### config.mk
export PLATFORM = sky130hd
export DESIGN_NAME = bus_arbiter_4
export DESIGN_NICKNAME = d
export VERILOG_FILES = /design/src/rtl/bus_arbiter_4.sv
export SDC_FILE = /design/constraint.sdc
export NUM_CORES = 1
export LEC_CHECK = 0
export CAP_MARGIN = 20
export CORE_MARGIN = 1.5
export CORE_UTILIZATION = 25
export DETAILED_ROUTE_END_ITERATION = 10
export MAX_ROUTING_LAYER = met4
export PLACE_DENSITY = 0.84
export SETUP_SLACK_MARGIN = 0.4
export SLEW_MARGIN = 15
export SYNTH_ARGS = -nofsm -noshare
export SYNTH_HDL_FRONTEND = slang
export SYNTH_SLANG_ARGS = --single-unit
### constraint.sdc
create_clock -name clock -period 1.7 [get_ports clock]
set_input_delay 0.255 -clock clock [delete_from_list [all_inputs] [get_ports clock]]
set_output_delay 0.255 -clock clock [all_outputs]
set_load 0.005 [all_outputs]
### src/rtl/bus_arbiter_4.sv
`default_nettype none
// ============================================================================
//  Module   : bus_arbiter_4 (with helper mux_4)
//  Purpose  : Round-robin arbiter/sequencer sharing one 32-bit downstream bus
//             among four requesters. A grant is held for a whole multi-beat
//             burst (until the owner flags its last beat) and a watchdog
//             forcibly releases an owner that stalls for TIMEOUT cycles.
//  Ports    : clock, reset      - clock (rising edge), synchronous active-high
//             req[3:0]          - requester i has a valid beat on in<i>
//             last[3:0]         - beat from requester i ends its burst
//             in0..in3[31:0]    - requester data
//             out_ready         - downstream accepts a beat this cycle
//             out[31:0]         - data of the selected requester
//             out_valid         - beat on out is valid
//             accept[3:0]       - one-hot, beat from requester i consumed
//             grant[3:0]        - one-hot bus owner, 0 when idle
//             select[1:0]       - registered mux select (current/last owner)
//             busy              - a grant is active
//             timeout           - one-cycle pulse after a forced release
//  Revision : 1.0 - initial release
// ============================================================================

// ----------------------------------------------------------------------------
//  mux_4 : plain 4:1 x 32-bit data multiplexer
// ----------------------------------------------------------------------------
module mux_4 (
    input  logic [1:0]  sel,
    input  logic [31:0] in0,
    input  logic [31:0] in1,
    input  logic [31:0] in2,
    input  logic [31:0] in3,
    output logic [31:0] y
);
    always_comb begin
        case (sel)
            2'd0:    y = in0;
            2'd1:    y = in1;
            2'd2:    y = in2;
            default: y = in3;
        endcase
    end
endmodule

module bus_arbiter_4 #(
    parameter int TIMEOUT = 16
) (
    input  logic        clock,
    input  logic        reset,
    input  logic [3:0]  req,
    input  logic [3:0]  last,
    input  logic [31:0] in0,
    input  logic [31:0] in1,
    input  logic [31:0] in2,
    input  logic [31:0] in3,
    input  logic        out_ready,
    output logic [31:0] out,
    output logic        out_valid,
    output logic [3:0]  accept,
    output logic [3:0]  grant,
    output logic [1:0]  select,
    output logic        busy,
    output logic        timeout
);

    localparam logic [0:0] S_IDLE  = 1'b0;
    localparam logic [0:0] S_GRANT = 1'b1;

    localparam logic [7:0] C_CNT_MAX = 8'(TIMEOUT - 1);

    logic [0:0] r_state;
    logic [1:0] r_select;
    logic [1:0] r_ptr;
    logic [7:0] r_cnt;
    logic       r_timeout;

    logic       w_xfer;
    logic [1:0] w_winner;
    logic [1:0] w_c1;
    logic [1:0] w_c2;
    logic [1:0] w_c3;

    // Round-robin scan starts just after the last released owner, so the
    // requester that has just finished gets the lowest priority.
    assign w_c1 = r_ptr + 2'd1;
    assign w_c2 = r_ptr + 2'd2;
    assign w_c3 = r_ptr + 2'd3;

    always_comb begin
        if (req[w_c1])      w_winner = w_c1;
        else if (req[w_c2]) w_winner = w_c2;
        else if (req[w_c3]) w_winner = w_c3;
        else                w_winner = r_ptr;
    end

    assign busy      = (r_state == S_GRANT);
    assign grant     = busy ? (4'b0001 << r_select) : 4'b0000;
    assign out_valid = busy & req[r_select];
    assign w_xfer    = out_valid & out_ready;
    assign accept    = grant & {4{w_xfer}};
    assign select    = r_select;
    assign timeout   = r_timeout;

    mux_4 u_mux (
        .sel (r_select),
        .in0 (in0),
        .in1 (in1),
        .in2 (in2),
        .in3 (in3),
        .y   (out)
    );

    always_ff @(posedge clock) begin
        if (reset) begin
            r_state   <= S_IDLE;
            r_select  <= 2'd0;
            r_ptr     <= 2'd3;
            r_cnt     <= 8'd0;
            r_timeout <= 1'b0;
        end else begin
            r_timeout <= 1'b0;
            case (r_state)
                S_IDLE: begin
                    if (|req) begin
                        r_select <= w_winner;
                        r_state  <= S_GRANT;
                        r_cnt    <= 8'd0;
                    end
                end
                default: begin
                    // A transfer always takes precedence over the watchdog;
                    // the counter only advances while the owner's req is low,
                    // so downstream backpressure never counts as a stall.
                    if (w_xfer) begin
                        r_cnt <= 8'd0;
                        if (last[r_select]) begin
                            r_state <= S_IDLE;
                            r_ptr   <= r_select;
                        end
                    end else if (req[r_select]) begin
                        r_cnt <= 8'd0;
                    end else if (r_cnt == C_CNT_MAX) begin
                        r_state   <= S_IDLE;
                        r_ptr     <= r_select;
                        r_cnt     <= 8'd0;
                        r_timeout <= 1'b1;
                    end else begin
                        r_cnt <= r_cnt + 8'd1;
                    end
                end
            endcase
        end
    end

endmodule
`default_nettype wire

==> impl_metrics.toml, run 1 <==
[run_status]
status = "finished, violations left"
violations = "setup timing"

[clock_tree]
htree_levels = 1
cts_tree = "yes"
clock_tree.root_cell = "clkbuf_8"
cts.sinks = 14
path_clk_slew_ns = 0.05
clk_path_buf_depth = 2
cts_buffers = 3
clock_latency_ns = 0.24

[finish]
drive_gt1_share_pct = 39.41
nets = 515
final_area_um2 = 4124
antenna_cells = 0
fin_util_pct = 65.32
area_growth_pct = 154.3
stdcell_count = 450
fill_cells = 490

[place]
dp.cells = 419
place.gp.congestion = 0.8673
place_area_um2 = 3685
io_buffer_count = 183
dp.final_hpwl_um = 6589

[setup_path]
endpoint = "out[23]"
path_class = "reg2out"
path_cells = "buf_4 > buf_6 > buf_12 > mux4_2 > buf_6"
cp-startpoint = "select[0]"
rrSetupSlack_ns = -0.15
critPathRequiredTime_ns = 1.44
r2r_cells = 7
end_kind = "output pin"
crit_arrival_ns = 1.64
timing.rr.start = "select[0]"
start_kind = "flip-flop"
r2r_end = "r_cnt[5]"
slowest_delay_ns = 0.51
cpMostUsedCell = "buf_6"
worst_path_max_delay_cell = "mux4_2"
worst-path-max-fanout = 7

[timing]
whs_ns = 0.5172
finalCritPeriodShare_pct = 111.2
hold_viol = 0
maxSlewViolCount = 0
setup_viol = 44
min_period_ns = 1.890
skew_ns = 0.002151
max_freq_ghz = 0.5290
setup_ws_ns = -0.1903
worstMarginPinSlew_ns = 0.4189
rsz0062_at_grt = "true"
worst_slew_margin_rel_pct = 72.07

[drt]
wl_um = 9060
wl_per_cell_um = 20.13
antenna_left = 0
num_vias = 2346
viasPerCell = 5.213
dr.pass1.iters = 4
drc = 0
first_iter_violations = 88

[floorplan]
die_area_um2 = 6978
num_rows = 29
die_w_um = 83.54
fp.dieH_um = 83.54
fp.coreArea_um2 = 6314
pin_count = 184
initial_core_util_pct = 25.68

[synth]
syn_nets = 293
yosysSeqAreaShare_pct = 17.28
yosys.area_share.simple_pct = 18.13
yosysTopAreaCell = "mux4_2"
synthMuxAreaShare_pct = 49.69
syn_inst = 153
synth_top_family_by_area = "multiplexers"
synth_fa_ha_area_share_pct = 0.7716
netlist_top_cells_area = "mux4_2 (46%), dfxtp_1 (17%), nor2_1 (3.9%)"
netlist_area_um2 = 1622
ys_async_sr_fraction_pct = 0
synth_seq_cells = 14
yosysWarnings = 0
synthTopCellsByCount = "mux4_2 (33), nor2_1 (17), dfxtp_1 (14)"
synth_enable_flop_cells = 0
avgSynthCellArea_um2 = 10.60
synth_compound_area_share_pct = 9.568
yosysUniqueCellTypes = 37
yosysMostFrequentCell = "mux4_2"
synth_flop_cell = "dfxtp_1"
synth_top_area_share_pct = 45.83
yosys.area_share.xor_xnor_pct = 0

[global_route]
overflow = 0
grt_pass1_wl_um = 13430
grt_antenna_before_repair = 0
grt_pass1_vias = 2442
grt_usage_pct = 25.14
grt_max_degree = 27

[pwr]
ir_drop_uv = 549.0
p_per_area_nw_per_um2 = 490.4
power.leakage_nw = 1.628
total_power_mw = 2.023

[flow_run]
maxCapViolations = 0

[hold_path]
hold_class = "reg2reg"
[area by class of cell]
class / instances / area, um^2 / area share, %
timing repair buffer: 232 / 2306 / 55.92
multi-input combinational: 121 / 1379 / 33.43
sequential: 14 / 289.0 / 7.008
tap: 77 / 96.34 / 2.336
clock buffer: 3 / 41.29 / 1.001
inverter: 3 / 12.51 / 0.3034
[worst min-delay path by stage]
stage	slack [ns]	to	cells past startpoint	startpoint
2_1_floorplan	0.47	r_cnt[3]	2	r_cnt[3]
3_3_place_gp	0.49	r_cnt[2]	2	r_cnt[2]
3_5_place_dp	0.50	r_cnt[3]	2	r_cnt[3]
4_1_cts	0.51	r_cnt[3]	2	r_cnt[3]
5_1_grt	0.54	r_cnt[3]	2	r_cnt[3]
6_report	0.52	r_cnt[2]	2	r_cnt[2]
[cell usage in the layout, fill, tap and decap left out, types with 3 or more instances in the layout]
| cell type | count |
|---|---|
| buf_2 | 24 |
| buf_4 | 17 |
| mux4_2 | 33 |
| o21ai_1 | 4 |
| mux2i_1 | 4 |
| nor2_4 | 3 |
| nand3_1 | 5 |
| clkbuf_8 | 3 |
| a21oi_1 | 6 |
| nor3_2 | 3 |
| nand2_1 | 11 |
| clkdlybuf4s50_1 | 138 |
| and2_1 | 3 |
| nor2_1 | 14 |
| dlygate4sd2_1 | 7 |
| buf_6 | 31 |
| buf_12 | 7 |
| dfxtp_1 | 11 |
[what timing repair did]
item / in CTS / in global routing
buffers inserted: 21 / 5
endpoints found under the setup margin: 59 / 56
hold buffers: 0 / 0
gates cloned: 2 / 0
endpoints found under the hold margin: 0 / 0
pin swaps: 11 / 5
gates resized for setup: 199 / 21
[metal layers]
| layer | share of wire (%) | track usage [%] | vias up |
|---|---|---|---|
| li1 | - | - | 1059 |
| met1 | 37 | 28.28 | 1141 |
| met5 | 0 | - | - |
| met3 | 6.2 | 3.759 | 26 |
| met4 | 3.3 | 7.154 | 0 |
| met2 | 53 | 46.34 | 120 |
[state kept, by name, indices dropped and copies added, names as in the netlist]
signal	flops
select	2
r_ptr	2
timeout	1
busy	1
r_cnt	8
[where the power goes]
group	internal [mW]	switching, mW
registers	0.347	0.0262
logic	0.930	0.453
clock network	0.157	0.110
total	1.43	0.589
[critical path: cells and delay by family (launching register included)]
family	cells	cell delay, ns
buffers and inverters	4	0.47
flip-flops	1	0.40
multiplexers	1	0.51
[per-stage QoR]
stage | setup WS [ns] | setup TNS [ns]
6_report | -0.1903 | -6.401
5_1_grt | -0.2359 | -8.466
4_1_cts | -0.2268 | -5.969
3_5_place_dp | -0.3678 | -9.443
3_3_place_gp | -0.3592 | -8.419
2_1_floorplan | 0.03791 | 0
[logic make-up (layout without fill, tap and decap cells)]
group           after synthesis  in the layout
flops                        14             14
mux                          39             39
compound gates               23             23
simple gates                 58             58
buf+inv                      18            238
fa+ha+maj                     1              1
(Power assumes the default switching activity.)
==> inputs of run 2 (changes only) <==
- CORE_UTILIZATION: 25 -> 28
- PLACE_DENSITY: 0.84 -> 0.86
- clock period: 1.7 -> 2.3 ns (I/O delays scaled with it)
==> run 2 against run 1 <==
Compared with the run above:
- the run now ends clean
- register-to-register slack better by 0.51 ns
- first-iteration DRC count down 44%
- combinational power down 35%
- non-clock buffer count down 21
- critical endpoint is now out_valid
==> impl_metrics.toml, run 2 (same netlist as run 1, synthesis figures left out) <==
[floorplan]
die_w_um = 79.10
initial_core_util_pct = 29.27
fp.coreArea_um2 = 5540
num_rows = 27
die_area_um2 = 6257
pin_count = 184
fp.dieH_um = 79.10

[hold_path]
hold_start = "r_cnt[3]"
hold_class = "reg2reg"

[global_route]
grt_pass1_vias = 2127
grt_pass1_wl_um = 11610
grt_busiest_layer = "met2"
use_met2_pct = 43.42
grt_usage_pct = 25.09
grt_max_degree = 22
grt_antenna_before_repair = 0
met1_usage_pct = 29.07
overflow = 0
met3_usage_pct = 5.402

[setup_path]
rrSetupSlack_ns = 0.36
endpoint = "out_valid"
worst-path-max-fanout = 5
path_buf_inv = 3
slowest_delay_ns = 0.50
cpMostUsedCell = "buf_6"
cp.depth = 5
r2r_end = "busy"
cp-startpoint = "select[0]"
worst_path_max_delay_cell = "mux4_2"
end_kind = "output pin"
start_kind = "flip-flop"
cpLargestDelayFamily = "multiplexers"
crit_arrival_ns = 1.60
critPathRequiredTime_ns = 1.96
path_cells = "buf_6 > buf_6 > mux4_2 > and2_4 > buf_6"
path_class = "reg2out"
r2r_cells = 6
timing.rr.start = "select[0]"

[finish]
drive_gt1_share_pct = 31.16
multiInputGateArea_um2 = 1284
nets = 494
seqCellArea_um2 = 287.8
layout_common_cells = "clkdlybuf4s50_1 (139), mux4_2 (33), clkbuf_2 (18)"
fill_cells = 439
largest_reg_flops = 8
area_growth_pct = 133.4
max_flop_register = "r_cnt"
final_common_cell = "clkdlybuf4s50_1"
antenna_cells = 0

[drt]
wl_per_cell_um = 19.04
first_iter_violations = 49
dr.pass1.iters = 4
num_vias = 2215
wl_um = 8092
viasPerCell = 5.212
antenna_left = 0
drc = 0

[pwr]
p_int_mw = 1.017
share_comb_of_total_power_pct = 63.6
seqPwrFrac_pct = 19.5
switching_share_pct = 28.00
ir_drop_uv = 371.0
p_sw_mw = 0.3955
p_per_area_nw_per_um2 = 373.2
p_clk_share_pct = 16.8
power.leakage_nw = 1.473

[place]
io_buffer_count = 183
dp.final_hpwl_um = 6413
place.gp.congestion = 0.8860

[clock_tree]
path_clk_slew_ns = 0.06
clk_path_buf_depth = 2
clock_latency_ns = 0.24
cts-hold-fix-buffers = 0
clock_tree.root_cell = "clkbuf_8"
cts_tree = "yes"
cts.sinks = 14
htree_levels = 1
cts_buffers = 3

[timing]
maxSlewViolCount = 0
rsz0062_at_grt = "true"
finalCritPeriodShare_pct = 84.78
min_period_ns = 1.950
skew_ns = 0.001712
hold_viol = 0
tns_ns = 0
max_freq_ghz = 0.5128
worst_slew_margin_rel_pct = 58.38
worstMarginPinSlew_ns = 0.6191
whs_ns = 0.5195
setup_viol = 0

[run_status]
status = "finished clean"

[flow_run]
maxCapViolations = 0
## run 2: cell count changes in the layout (fill, tap and decap cells not counted), sizes merged
| cell | previous run | this run |
|---|---|---|
| dlygate4sd2 | 7 | 9 |
| dlymetal6s2s | 2 | 0 |
| clkdlybuf4s15 | 1 | 2 |
| clkdlybuf4s50 | 138 | 139 |
| buf | 83 | 42 |
| clkbuf | 4 | 23 |
## run 2: power by group through the flow
stage | sequential (mW) | combinational, mW | clock (mW)
floorplan | 0.268 | 0.330 | 0
global placement | 0.291 | 0.829 | 0
detailed placement | 0.292 | 0.843 | 0
CTS | 0.275 | 0.876 | 0.240
global route | 0.278 | 0.951 | 0.250
finish | 0.276 | 0.898 | 0.238
## run 2: final cells by class
class | count | share of cell area (%)
clock buffer | 4 | 1.455
sequential | 14 | 7.603
multi-input combinational | 121 | 33.92
timing repair buffer | 211 | 54.35
inverter | 3 | 0.2975
tap | 72 | 2.380
## run 2: how the worst min path moves through the flow
| stage | to | slack (ns) | depth (start not counted) |
|---|---|---|---|
| after global routing | r_cnt[3] | 0.53 | 2 |
| after CTS | r_cnt[3] | 0.51 | 2 |
| after floorplan | r_cnt[3] | 0.47 | 2 |
| after detailed placement | r_cnt[3] | 0.50 | 2 |
| final | r_cnt[3] | 0.52 | 2 |
| after global placement | r_cnt[2] | 0.49 | 2 |
## run 2: per-layer routing
metal	share of wire, %	wire, um
met2	52	4216
met1	37	2958
met4	2.5	204
met5	0	0
met3	8.8	713
## run 2: timing repair
action | 4_1_cts | 5_1_grt
pin swaps | 2 | 1
endpoints found under the setup margin | 42 | 38
resized for setup | 99 | 49
buffers inserted | 13 | 2
cloned | 2 | 1
## run 2: metrics by stage
stage	util (%)	instance area (um^2)	power [mW]	instances	worst slack (ns)
4_1_cts	68.13	3775	1.391	422	0.2325
3_5_place_dp	64.91	3596	1.135	403	0.08200
5_1_grt	68.32	3785	1.479	425	0.2868
3_3_place_gp	64.91	3596	1.119	403	0.07517
6_report	68.32	3785	1.412	425	0.3501
2_1_floorplan	-	1624	0.5984	153	0.4408
## run 2: worst register-to-register path: stages (launching register included)
cell	delay (ns)
dfxtp_4	0.39
buf_6	0.12
buf_6	0.10
mux4_2	0.50
buf_4	0.19
a311o_2	0.36
nor3b_1	0.15
==> inputs of run 3 (changes only) <==
- clock period: 2.3 -> 1.84 ns (I/O delays scaled with it)
==> run 3 against run 2 <==
Compared with the run above:
- the flow now finishes with violations (setup timing)
- power rose by 38%
- sequential share of layout area decreased by 0.72 points
- critical path depth unchanged
- hold slack worse by 0.0024 ns
- core utilization grew 7.4 points
- count of clock-buffer cells in the layout is 1 lower
- global-route usage increased by 6.4 points
- cell area rose by 11%
- sequential power up 27%
==> impl_metrics.toml, run 3 (same netlist as run 1, synthesis figures left out) <==
[finish]
layout_common_cells = "clkdlybuf4s50_1 (135), buf_6 (36), mux4_2 (33)"
largest_reg_flops = 8
seqCellArea_um2 = 289.0
final_common_cell = "clkdlybuf4s50_1"
multiInputGateArea_um2 = 1418
stdcell_count = 447
fin_util_pct = 75.75
drive_gt1_share_pct = 43.32
nets = 516
fill_cells = 354
area_growth_pct = 158.8
max_flop_register = "r_cnt"
final_area_um2 = 4197

[setup_path]
worst-path-max-fanout = 6
crit_arrival_ns = 1.66
start_kind = "flip-flop"
r2r_cells = 5
path_class = "reg2out"
cp-startpoint = "select[0]"
timing.rr.start = "select[0]"
end_kind = "output pin"
critPathRequiredTime_ns = 1.56

[drt]
met1Wirelength_um = 3512
num_vias = 2402
viasPerCell = 5.374
wl_um = 10240
wl_per_cell_um = 22.91
antenna_left = 0
dr.pass1.iters = 4
drc = 0
wl_met2_um = 5468
top_layer = "met4"
first_iter_violations = 120
dr_wl_met3_um = 889

[place]
dp.cells = 415
io_buffer_count = 183
place_area_um2 = 3686
place.gp.congestion = 0.9010
dp_slack_ns = -0.2505
dp.final_hpwl_um = 7471

[timing]
tns_ns = -0.5878
setup_ws_ns = -0.09686
max_freq_ghz = 0.5163
setup_viol = 14
worstMarginPinSlew_ns = 0.5338
whs_ns = 0.5171
skew_ns = 0.0009109
finalCritPeriodShare_pct = 105.3
worst_slew_margin_rel_pct = 64.30
maxSlewViolCount = 0
hold_viol = 0
rsz0062_at_grt = "true"
min_period_ns = 1.937

[hold_path]
min_path_cells = 2
hold_start = "r_cnt[2]"
hold_class = "reg2reg"

[global_route]
grt_antenna_before_repair = 1
grt_usage_pct = 31.51
overflow = 0
grt_max_degree = 14
grt_pass1_vias = 2547
grt_pass1_wl_um = 14270

[run_status]
violations = "setup timing"
status = "finished, violations left"

[clock_tree]
cts_buffers = 3
htree_levels = 1
clk_path_buf_depth = 2
cts_tree = "yes"
path_clk_slew_ns = 0.05
cts.sinks = 14
clock_tree.root_cell = "clkbuf_8"
cts-hold-fix-buffers = 0
clock_latency_ns = 0.25

[pwr]
p_per_area_nw_per_um2 = 463.8
total_power_mw = 1.946
ir_drop_uv = 492.9
power.leakage_nw = 1.651

[flow_run]
maxCapViolations = 0

[floorplan]
fp.dieH_um = 79.10
pin_count = 184
num_rows = 27
die_area_um2 = 6257
die_w_um = 79.10
initial_core_util_pct = 29.27
fp.coreArea_um2 = 5540
[run 3: final cells by class]
type / instances / area share, %
Antenna cell: 1 / 0.05963
Inverter: 3 / 0.2982
Timing Repair Buffer: 233 / 55.84
Sequential cell: 14 / 6.887
Tap cell: 72 / 2.147
Multi-Input combinational cell: 121 / 33.78
Clock buffer: 3 / 0.9839
[run 3: path summary, 6_finish.rpt]
check,endpoint,slack (ns)
max,out[24],-0.1
min,r_cnt[2],0.52
max reg2reg,busy,-0.01
min reg2reg,r_cnt[2],0.52
[run 3: what timing repair did]
item	in CTS	in global routing
setup buffers	20	5
pin swaps	14	7
resized for setup	229	28
gates cloned	3	0
setup endpoints to repair	56	56
[run 3: critical path, cell delays in order (launching register included)]
cell and delay (ns):
dfxtp_4 0.38, buf_12 0.14, buf_12 0.12, buf_6 0.10, mux4_2 0.53, buf_6 0.14
[run 3: power by group]
group	total [mW]	leakage, nW	switching [mW]	internal, mW
logic	1.34	1.51	0.447	0.897
clock network	0.252	0.0216	0.107	0.145
registers	0.351	0.115	0.0304	0.320
[run 3: per-layer routing]
metal | track usage [%] | vias up
met2 | 57.86 | 134
met3 | 7.701 | 39
met5 | - | -
met4 | 11.58 | 0
li1 | - | 1061
met1 | 32.40 | 1168
